==> src/rtl/pl_hazard_ctrl.sv <==
// Stall/flush/forward controller for the 5-stage RISC-V pipeline, with a data-memory wait FSM and timeout.
// Optional performance counters are built when HAZ_PERF_EN is defined.
module pl_hazard_ctrl #(
    parameter int TIMEOUT_CYCLES = 255,
    parameter int CNT_W          = 8
) (
    input  logic       clk,
    input  logic       rst_n,
    input  logic [4:0] Rs1D,
    input  logic [4:0] Rs2D,
    input  logic [4:0] Rs1E,
    input  logic [4:0] Rs2E,
    input  logic [4:0] RdE,
    input  logic [4:0] RdM,
    input  logic [4:0] RdW,
    input  logic [1:0] ResultSrcE,
    input  logic       RegWriteM,
    input  logic       RegWriteW,
    input  logic       PCSrcE,
    input  logic       MemAccM,
    input  logic       dmem_ready,
    output logic       StallF,
    output logic       StallD,
    output logic       StallE,
    output logic       StallM,
    output logic       FlushD,
    output logic       FlushE,
    output logic       FlushW,
    output logic [1:0] ForwardAE,
    output logic [1:0] ForwardBE,
    output logic       mem_err
`ifdef HAZ_PERF_EN
   ,output logic [31:0] perf_stall_cyc,
    output logic [31:0] perf_flush_cnt
`endif
);

    typedef enum logic [1:0] {RUN, MEM_WAIT, ERR} state_t;

    localparam logic [CNT_W-1:0] TO_CNT = CNT_W'(TIMEOUT_CYCLES);

    state_t             state_q, state_d;
    logic [CNT_W-1:0]   wait_cnt_q, wait_cnt_d;
    logic               mem_err_q, mem_err_d;
    logic               init_q;
    logic               lu;
    logic               freeze;

    function automatic logic [1:0] fwd_sel(
        input logic [4:0] rs,
        input logic       wr_m,
        input logic [4:0] rd_m,
        input logic       wr_w,
        input logic [4:0] rd_w
    );
        if (wr_m && (rd_m != 5'd0) && (rd_m == rs))
            return 2'b10;
        else if (wr_w && (rd_w != 5'd0) && (rd_w == rs))
            return 2'b01;
        else
            return 2'b00;
    endfunction

    assign lu = (ResultSrcE == 2'b01) && (RdE != 5'd0) &&
                ((RdE == Rs1D) || (RdE == Rs2D));

    // Freeze also covers the RUN cycle in which the wait is first detected
    assign freeze = !init_q &&
                    (((state_q == RUN)      && MemAccM && !dmem_ready) ||
                     ((state_q == MEM_WAIT) && !dmem_ready) ||
                      (state_q == ERR));

    always_ff @(posedge clk or negedge rst_n) begin
        if (!rst_n) begin
            state_q    <= RUN;
            wait_cnt_q <= '0;
            mem_err_q  <= 1'b0;
            init_q     <= 1'b1;
        end else begin
            state_q    <= state_d;
            wait_cnt_q <= wait_cnt_d;
            mem_err_q  <= mem_err_d;
            init_q     <= 1'b0;
        end
    end

    // The scrub cycle clears the pipeline, so no wait is started from it
    always_comb begin
        state_d    = state_q;
        wait_cnt_d = wait_cnt_q;
        mem_err_d  = mem_err_q;
        if (!init_q) begin
            case (state_q)
                RUN: begin
                    if (MemAccM && !dmem_ready) begin
                        state_d    = MEM_WAIT;
                        wait_cnt_d = CNT_W'(1);
                    end
                end
                MEM_WAIT: begin
                    if (dmem_ready) begin
                        state_d    = RUN;
                        wait_cnt_d = '0;
                    end else if (wait_cnt_q == TO_CNT) begin
                        state_d   = ERR;
                        mem_err_d = 1'b1;
                    end else if (wait_cnt_q != '1) begin
                        wait_cnt_d = wait_cnt_q + CNT_W'(1);
                    end
                end
                ERR: begin
                    mem_err_d = 1'b1;
                end
                default: begin
                    state_d    = RUN;
                    wait_cnt_d = '0;
                end
            endcase
        end
    end

    always_comb begin
        StallF    = 1'b0;
        StallD    = 1'b0;
        StallE    = 1'b0;
        StallM    = 1'b0;
        FlushD    = 1'b0;
        FlushE    = 1'b0;
        FlushW    = 1'b0;
        ForwardAE = 2'b00;
        ForwardBE = 2'b00;
        if (rst_n) begin
            ForwardAE = fwd_sel(Rs1E, RegWriteM, RdM, RegWriteW, RdW);
            ForwardBE = fwd_sel(Rs2E, RegWriteM, RdM, RegWriteW, RdW);
            if (init_q) begin
                FlushD = 1'b1;
                FlushE = 1'b1;
                FlushW = 1'b1;
            end else if (freeze) begin
                StallF = 1'b1;
                StallD = 1'b1;
                StallE = 1'b1;
                StallM = 1'b1;
                FlushW = 1'b1;
            end else begin
                StallF = lu;
                StallD = lu;
                FlushE = lu | PCSrcE;
                FlushD = PCSrcE;
            end
        end
    end

    assign mem_err = mem_err_q;

`ifdef HAZ_PERF_EN
    logic [31:0] perf_stall_q;
    logic [31:0] perf_flush_q;

    always_ff @(posedge clk or negedge rst_n) begin
        if (!rst_n) begin
            perf_stall_q <= '0;
            perf_flush_q <= '0;
        end else begin
            if (StallF)
                perf_stall_q <= perf_stall_q + 32'd1;
            if (FlushD && !init_q)
                perf_flush_q <= perf_flush_q + 32'd1;
        end
    end

    assign perf_stall_cyc = perf_stall_q;
    assign perf_flush_cnt = perf_flush_q;
`endif

endmodule

==> config.mk <==
export PLATFORM = sky130hd
export DESIGN_NAME = pl_hazard_ctrl
export DESIGN_NICKNAME = d
export VERILOG_FILES = /design/src/rtl/pl_hazard_ctrl.sv
export SDC_FILE = /design/constraint.sdc
export NUM_CORES = 1
export LEC_CHECK = 0
export CORE_MARGIN = 3
export CORE_UTILIZATION = 35
export DETAILED_ROUTE_END_ITERATION = 12
export MAX_ROUTING_LAYER = met4
export PLACE_DENSITY = 0.7
export SLEW_MARGIN = 40
export SYNTH_ARGS = -nofsm -noshare
export SYNTH_HDL_FRONTEND = slang
export SYNTH_SLANG_ARGS = --single-unit
==> constraint.sdc <==
create_clock -name clk -period 2.1 [get_ports clk]
set_clock_uncertainty 0.1 [all_clocks]
set_input_delay 0.42 -clock clk [delete_from_list [all_inputs] [get_ports clk]]
set_output_delay 0.42 -clock clk [all_outputs]
set_load 0.005 [all_outputs]
==> flow_summary_export.csv, run 1 <==
group,metric,value,unit
outcome,status,"complete, but fails checks",
outcome,failed_checks,"negative setup slack",
floorplanning,core-area,3100,um2
critical_path,crit_type,"in2out",
detailed_routing,dr.pass1.iters,4,
global_route,grt_usage,0.224,
synth,synth_nets,188,
detailed_routing,wl_per_cell,15.5,um
clock_tree,h-tree-depth,1,
run,drv_cap,0,
synth,seq_area_frac_synth,0.261,
power,p_per_area,408,nW/um2
layout,seqCellArea,302,um2
clock_tree,clk_latency,280,ps
place,dp.cells,263,
layout,fin_cells,275,
critical_path,arrival,1690,ps
clock_tree,clockBufferDepth,2,
layout,final_nets,277,
global_route,grt_pass1_wl,7080,um
place,place.gp.congestion,0.941,
layout,area_growth,79.0,%
synth,synthesis.area,1160,um2
clock_tree,cts_tree,"done",
detailed_routing,route.detailed.drc,0,
layout,diodes,0,
layout,fillCellCount,285,
critical_path,path_max_fanout,2,
synth,yosysTopAreaCellShare,0.238,
place,hpwl,3110,um
global_route,grt_start_max_net_pins,17,
clock_tree,cts_sinks,12,
synth,ys_top_cells_by_area,"dfrtp_1, xor2_1, xnor2_1, a21oi_1, nand3_1",
detailed_routing,vias,1419,
sta,min_period_over_period,1.05,
synth,synth_edf_count,0,
worst_hold_path,hold_path_class,"in2async",
sta,hold_viol,0,
sta,worst_slew_pin_slew,576,ps
synth,yosys_register_bits,12,
place,port_buffers,55,
clock_tree,ctsHoldBuffers,0,
sta,min_period,2210,ps
sta,slew_headroom,0.612,
floorplanning,start_util,0.373,
layout,multi_input_area,942,um2
layout,drive_gt1_frac,0.338,
place,place_ws,-847,ps
floorplanning,row_count,20,
critical_path,critPathLaunchType,"input pin",
detailed_routing,routed_wl,4260,um
critical_path,cp.required,1580,ps
sta,fmax,453,MHz
critical_path,crit_path_end_kind,"primary output",
floorplanning,die_y,63.5,um
synth,synth_cell_types,43,
power,peakVddDrop,0.335,mV
floorplanning,io_pins,56,
detailed_routing,drtIter0Drc,63,
global_route,overflow,0,
power,p_leak,0.954,nW
floorplanning,fp.dieW,63.5,um
sta,setup_violations,4,
clock_tree,cts_buffers,3,
sta,fin_ws,-107,ps
global_route,grt_pass1_vias,1487,
detailed_routing,vias_per_cell,5.16,
global_route,antenna_found_initial,0,
clock_tree,clk_pin_slew,80,ps
synth,synthCells,143,
sta,drv_slew,0,
synth,synth_warnings,0,
synth,synth_largest_area_cell,"dfrtp_1",
sta,rsz0062_at_grt,"true",
detailed_routing,antenna_left,0,
synth,async_flop_share,1.00,
synth,ys.flop_type,"dfrtp_1",
floorplanning,die_area,4030,um2
clock_tree,cts-root-buf,"clkbuf_4",
synth,post_synth.cell_area_avg,8.08,um2
path summary, 6_finish.rpt:
kind	startpoint	to	slack [ps]	cells past startpoint
min reg2reg	mem_err	mem_err	380	1
max reg2reg	wait_cnt_q[0]	wait_cnt_q[7]	330	5
max	RdM[1]	ForwardBE[0]	-110	6
min	rst_n	wait_cnt_q[7]	260	3
max in group asynchronous	rst_n	init_q	1400	3
min in group clk	mem_err	mem_err	380	1
state kept, by name, indices dropped and copies added (netlist names):
register    flops
init_q          1
wait_cnt_q      8
state_q         2
mem_err         1
cells in the mapped netlist, types with 4 or more instances:
cell and n:
nand3_1 9, o21ai_0 7, nor3_1 9, or4_1 4
xor2_1 22, a21oi_1 10, nor2_1 9, inv_1 5
xnor2_1 8, dfrtp_1 11, nand2_1 4, a31oi_1 5
worst max-delay path, stage by stage:
cell and delay, ps:
buf_6 90, or4_4 530, o21ai_4 170, nor4_4 60
nor4_2 270, buf_2 150
through the flow:
| stage | total power, mW | area, um2 | util | TNS, ps | hold WS [ps] |
|---|---|---|---|---|---|
| after floorplan | 0.449 | 1160 | - | 0 | 24.4 |
| after global placement | 0.641 | 1930 | 0.621 | -6940 | 363 |
| after detailed placement | 0.651 | 1930 | 0.621 | -7180 | 362 |
| after CTS | 0.802 | 1970 | 0.636 | -195 | 298 |
| after global routing | 0.906 | 2070 | 0.667 | -522 | 261 |
| final | 0.844 | 2070 | 0.667 | -275 | 260 |
cells by family after synthesis:
kind of cell / share of synthesized area
xor gates and xnor gates: 0.227
buffers and inverters: 0.0357
other: 0.00324
AOI/OAI and AO/OA: 0.211
muxes: 0.00866
and+or+nand+nor: 0.242
DFF: 0.261
adders and majority gates: 0.0108
area by class of cell:
type | count | share of cell area
repair buffers | 88 | 0.351
multi-input cells | 122 | 0.455
clock buffers | 4 | 0.0127
well taps | 44 | 0.0266
flip-flops and latches | 12 | 0.146
inverters | 5 | 0.00907
power breakdown:
group | internal, mW | switching [mW] | total [mW]
Combinational | 0.205 | 0.185 | 0.390
Clock | 0.0736 | 0.0821 | 0.156
Sequential | 0.261 | 0.0363 | 0.297
Total | 0.540 | 0.304 | 0.844
cells in the final DEF, fill, tap and decap left out, drive strengths merged, types with 8 or more instances in the layout:
master       synthesis  layout
buf                  2      49
a21oi               10      10
nor3                 9       9
nor2                 9       9
dlygate4sd2          0      27
xor2                22      22
o21ai                8       8
nand3                9       9
dfrtp               11      11
xnor2                8       8
routing by layer:
metal  GRT usage  routed length, um  up-vias
li1            -                  -      697
met1       0.271               1770      652
met2       0.379               2180       62
met3      0.0428                248        8
met4      0.0593                 65        0
met5           -                  0        -
what timing repair did:
action / 4_1_cts / 5_1_grt
cloned: 0 / 0
buffers inserted: 4 / 4
gates resized for setup: 123 / 20
setup endpoints to repair: 11 / 10
pin swaps: 24 / 16
Power figures use the tool's default switching activity.
==> run 2: changes to the inputs <==
--- a/config.mk
+++ b/config.mk
@@ -10,6 +10,7 @@
 export DETAILED_ROUTE_END_ITERATION = 12
 export MAX_ROUTING_LAYER = met4
 export PLACE_DENSITY = 0.7
+export RECOVER_POWER = 100
 export SLEW_MARGIN = 40
 export SYNTH_ARGS = -nofsm -noshare
 export SYNTH_HDL_FRONTEND = slang
==> flow_summary_export.csv, run 2 (synthesis results as in run 1) <==
group,metric,value,unit
floorplanning,die_y,63.5,um
sta,fin_tns_setup,-303,ps
critical_path,arrival,1690,ps
layout,top_register,"wait_cnt_q",
place,placed_cell_area,1930,um2
critical_path,path_max_fanout,2,
critical_path,cp.required,1580,ps
place,place.gp.congestion,0.941,
floorplanning,io_pins,56,
floorplanning,die_area,4030,um2
place,hpwl,3110,um
place,port_buffers,55,
critical_path,rr_worst_depth,7,
global_route,top_usage_layer,"met2",
critical_path,cp_slowest_stage_delay,530,ps
place,place_ws,-847,ps
critical_path,r2r_start,"state_q[0]",
detailed_routing,antenna_left,0,
clock_tree,cts_tree,"done",
floorplanning,row_count,20,
critical_path,crit_path_end_kind,"primary output",
clock_tree,cts_buffers,3,
sta,worst_slew_pin_slew,608,ps
layout,reg_top3,"wait_cnt_q: 8 flops, state_q: 2 flops",
global_route,grt_start_max_net_pins,17,
critical_path,reg2reg_to,"wait_cnt_q[5]",
sta,slew_headroom,0.591,
critical_path,critPathLaunchType,"input pin",
global_route,antenna_found_initial,0,
critical_path,cp_slowest_cell,"or4_4",
power,peakVddDrop,0.335,mV
worst_hold_path,hold_path_class,"in2async",
outcome,failed_checks,"negative setup slack",
global_route,use_met3,0.0428,
sta,min_period,2210,ps
critical_path,crit_type,"in2out",
power,finalPower,0.829,mW
critical_path,crit_chain,"buf_6 > or4_4 > o21ai_4 > nor4_4 > nor4_2 > buf_2",
layout,diodes,0,
power,pwr-share-seq,0.357,
critical_path,worst-r2r-setup-slack,40,ps
power,intPower,0.525,mW
clock_tree,clockBufferDepth,2,
layout,final_common_cell,"dlygate4sd2_1",
global_route,use_met1,0.271,
outcome,status,"complete, but fails checks",
layout,seqCellArea,302,um2
sta,setup_violations,5,
power,p_per_area,406,nW/um2
sta,rsz0062_at_grt,"true",
sta,fin_ws,-107,ps
clock_tree,clk_latency,280,ps
layout,layout_common_cells,"dlygate4sd2_1, buf_4, xor2_1",
critical_path,cp_num_buf_inv,2,
critical_path,path_depth,6,
detailed_routing,routed_wl,4270,um
layout,fillCellCount,293,
floorplanning,fp.dieW,63.5,um
layout,multi_input_area,942,um2
layout,final_nets,277,
power,p_sw,0.304,mW
detailed_routing,route.detailed.drc,0,
power,switching_share,0.367,
power,p_leak,0.941,nW
power,power_frac_comb,0.451,
detailed_routing,vias_per_cell,5.19,
layout,area_growth,76.5,%
global_route,grt_use_met2,0.379,
clock_tree,h-tree-depth,1,
floorplanning,core-area,3100,um2
layout,largest_reg_flops,8,
floorplanning,start_util,0.373,
critical_path,cp_top_family,"simple AND/OR/NAND/NOR gates",
power,clkPwrFrac,0.191,
detailed_routing,dr.pass1.iters,4,
global_route,grt_usage,0.224,
run,drv_cap,0,
clock_tree,cts-root-buf,"clkbuf_4",
clock_tree,clk_pin_slew,80,ps
global_route,grt_pass1_wl,7080,um
detailed_routing,drtIter0Drc,61,
sta,min_period_over_period,1.05,
global_route,overflow,0,
sta,hold_viol,0,
layout,drive_gt1_frac,0.325,
detailed_routing,wl_per_cell,15.5,um
global_route,grt_pass1_vias,1487,
sta,fmax,453,MHz
sta,drv_slew,0,
layout,fin_area,2040,um2
clock_tree,ctsHoldBuffers,0,
clock_tree,cts_sinks,12,
detailed_routing,vias,1426,
-- run 2: final cells by class --
type,instances,area share
clock buffers,4,0.0129
inverters,5,0.00920
multi-input cells,122,0.462
flip-flops and latches,12,0.148
well taps,44,0.0270
repair buffers,88,0.342
-- run 2: tightest hold or removal path, cell delays in order --
cell and delay, ps:
dlygate4sd2_1 240, clkbuf_1 190, buf_6 220
-- run 2: power groups by stage --
stage                     Clock [mW]  Combinational [mW]  Sequential [mW]
final                          0.159               0.374            0.296
after global placement             0               0.343            0.298
after CTS                      0.156               0.350            0.296
after floorplan                    0               0.160            0.289
after global routing           0.175               0.411            0.301
after detailed placement           0               0.352            0.299
-- run 2: how the worst max path moves through the flow --
| stage | from | end |
|---|---|---|
| after floorplan | RdM[1] | ForwardBE[0] |
| after global placement | RdW[2] | ForwardBE[0] |
| after detailed placement | RdW[2] | ForwardBE[0] |
| after CTS | RdM[1] | ForwardBE[0] |
| after global routing | RdM[1] | ForwardBE[0] |
| final | RdM[1] | ForwardBE[0] |
-- run 2: repair_timing --
action / 4_1_cts / 5_1_grt
buffers inserted: 4 / 4
pin swaps: 24 / 16
setup endpoints to repair: 11 / 10
gates resized for setup: 123 / 20
endpoints found under the hold margin: 0 / 0
-- run 2: metrics by stage --
step / hold WS (ps) / instances / utilization
floorplan: 24.4 / 143 / -
global placement: 363 / 263 / 0.621
detailed placement: 362 / 263 / 0.621
CTS: 298 / 271 / 0.636
global route: 348 / 275 / 0.658
finish: 327 / 275 / 0.658
-- run 2: per-layer routing --
metal | wire [um] | up-vias
li1 | - | 699
met1 | 1800 | 666
met2 | 2170 | 51
met3 | 221 | 10
met4 | 80 | 0
met5 | 0 | -
==> run 3: changes to the inputs <==
--- a/config.mk
+++ b/config.mk
@@ -7,6 +7,7 @@
 export LEC_CHECK = 0
 export CORE_MARGIN = 3
 export CORE_UTILIZATION = 35
+export CTS_BUF_LIST = sky130_fd_sc_hd__clkbuf_4 sky130_fd_sc_hd__clkbuf_8
 export DETAILED_ROUTE_END_ITERATION = 12
 export MAX_ROUTING_LAYER = met4
 export PLACE_DENSITY = 0.7
==> flow_summary_export.csv, run 3 (synthesis results as in run 1) <==
group,metric,value,unit
floorplanning,die_area,4030,um2
layout,fin_util,0.659,
floorplanning,row_count,20,
critical_path,crit_type,"in2out",
layout,final_nets,277,
detailed_routing,vias_per_cell,5.23,
power,p_per_area,409,nW/um2
layout,fin_cells,275,
sta,drv_slew,0,
power,finalPower,0.837,mW
sta,worst_slew_pin_slew,603,ps
clock_tree,cts_sinks,12,
layout,drive_gt1_frac,0.329,
layout,fin_area,2040,um2
sta,setup_violations,5,
floorplanning,fp.dieW,63.5,um
power,p_leak,0.944,nW
global_route,grt_pass1_vias,1486,
layout,top_register,"wait_cnt_q",
power,peakVddDrop,0.316,mV
place,place.gp.congestion,0.941,
detailed_routing,routed_wl,4230,um
clock_tree,clk_latency,270,ps
clock_tree,cts-root-buf,"clkbuf_4",
critical_path,critPathLaunchType,"input pin",
global_route,grt_usage,0.222,
place,place_ws,-847,ps
detailed_routing,drtIter0Drc,67,
floorplanning,core-area,3100,um2
global_route,grt_start_max_net_pins,17,
place,hpwl,3110,um
sta,slew_headroom,0.594,
clock_tree,clockBufferDepth,2,
critical_path,path_max_fanout,2,
sta,fmax,453,MHz
clock_tree,h-tree-depth,1,
worst_hold_path,hold_path_class,"in2async",
sta,min_period,2210,ps
detailed_routing,wl_per_cell,15.4,um
clock_tree,clk_pin_slew,80,ps
layout,diodes,0,
sta,fin_ws,-107,ps
sta,fin_tns_setup,-299,ps
layout,layout_common_cells,"dlygate4sd2_1, buf_4, xor2_1",
layout,area_growth,76.8,%
floorplanning,die_y,63.5,um
outcome,failed_checks,"negative setup slack",
global_route,antenna_found_initial,0,
critical_path,cp.required,1580,ps
floorplanning,io_pins,56,
detailed_routing,route.detailed.drc,0,
floorplanning,start_util,0.373,
layout,largest_reg_flops,8,
clock_tree,cts_tree,"done",
place,placed_cell_area,1930,um2
layout,reg_top3,"wait_cnt_q: 8 flops, state_q: 2 flops",
global_route,grt_pass1_wl,7040,um
layout,final_common_cell,"dlygate4sd2_1",
place,dp.cells,263,
global_route,overflow,0,
detailed_routing,antenna_left,0,
clock_tree,ctsHoldBuffers,0,
run,drv_cap,0,
detailed_routing,dr.pass1.iters,4,
sta,min_period_over_period,1.05,
detailed_routing,vias,1438,
clock_tree,cts_buffers,3,
outcome,status,"complete, but fails checks",
critical_path,arrival,1690,ps
sta,hold_viol,0,
place,port_buffers,55,
sta,timing.hold.ws,349,ps
critical_path,crit_path_end_kind,"primary output",
sta,rsz0062_at_grt,"true",
## run 3: cell counts in the layout (fill, tap and decap cells not counted)
Identical to the previous run, type by type.
## run 3: layout make-up
cell class	instances	area, um2
fill	291	1060
multi-input combinational	122	942
timing repair buffer	88	697
sequential	12	302
inverter	5	18.8
clock buffer	4	30.0
tap	44	55.1
## run 3: critical path, stage by stage
cell and delay [ps]:
buf_6 90, or4_4 530, o21ai_4 170, nor4_4 60
nor4_2 270, buf_2 150
## run 3: path summary, 6_finish.rpt
check / from / to / slack, ps / depth (start not counted)
max: RdM[1] / ForwardBE[0] / -110 / 6
max in group asynchronous: rst_n / init_q / 1320 / 3
max reg2reg: state_q[0] / wait_cnt_q[5] / 40 / 7
min reg2reg: mem_err / mem_err / 370 / 1
min: rst_n / wait_cnt_q[0] / 350 / 3
min in group clk: mem_err / mem_err / 370 / 1
## run 3: repair_timing
action                                  in CTS  in global routing
setup buffers                                4                  4
endpoints found under the setup margin      11                 10
pin swaps                                   24                 16
gates resized for setup                    123                 20
gates cloned                                 0                  0
## run 3: report_power, final
group | total, mW | leakage, nW | internal, mW | switching (mW)
sequential | 0.297 | 0.158 | 0.261 | 0.0355
combinational | 0.374 | 0.769 | 0.190 | 0.183
clock | 0.167 | 0.0184 | 0.0865 | 0.0800
## run 3: metal layers
layer | vias to the layer above | track usage | wire length (um)
met5 | - | - | 0
met4 | 0 | 0.0593 | 70
met3 | 8 | 0.0428 | 240
met2 | 63 | 0.379 | 2160
met1 | 669 | 0.266 | 1750
li1 | 698 | - | -
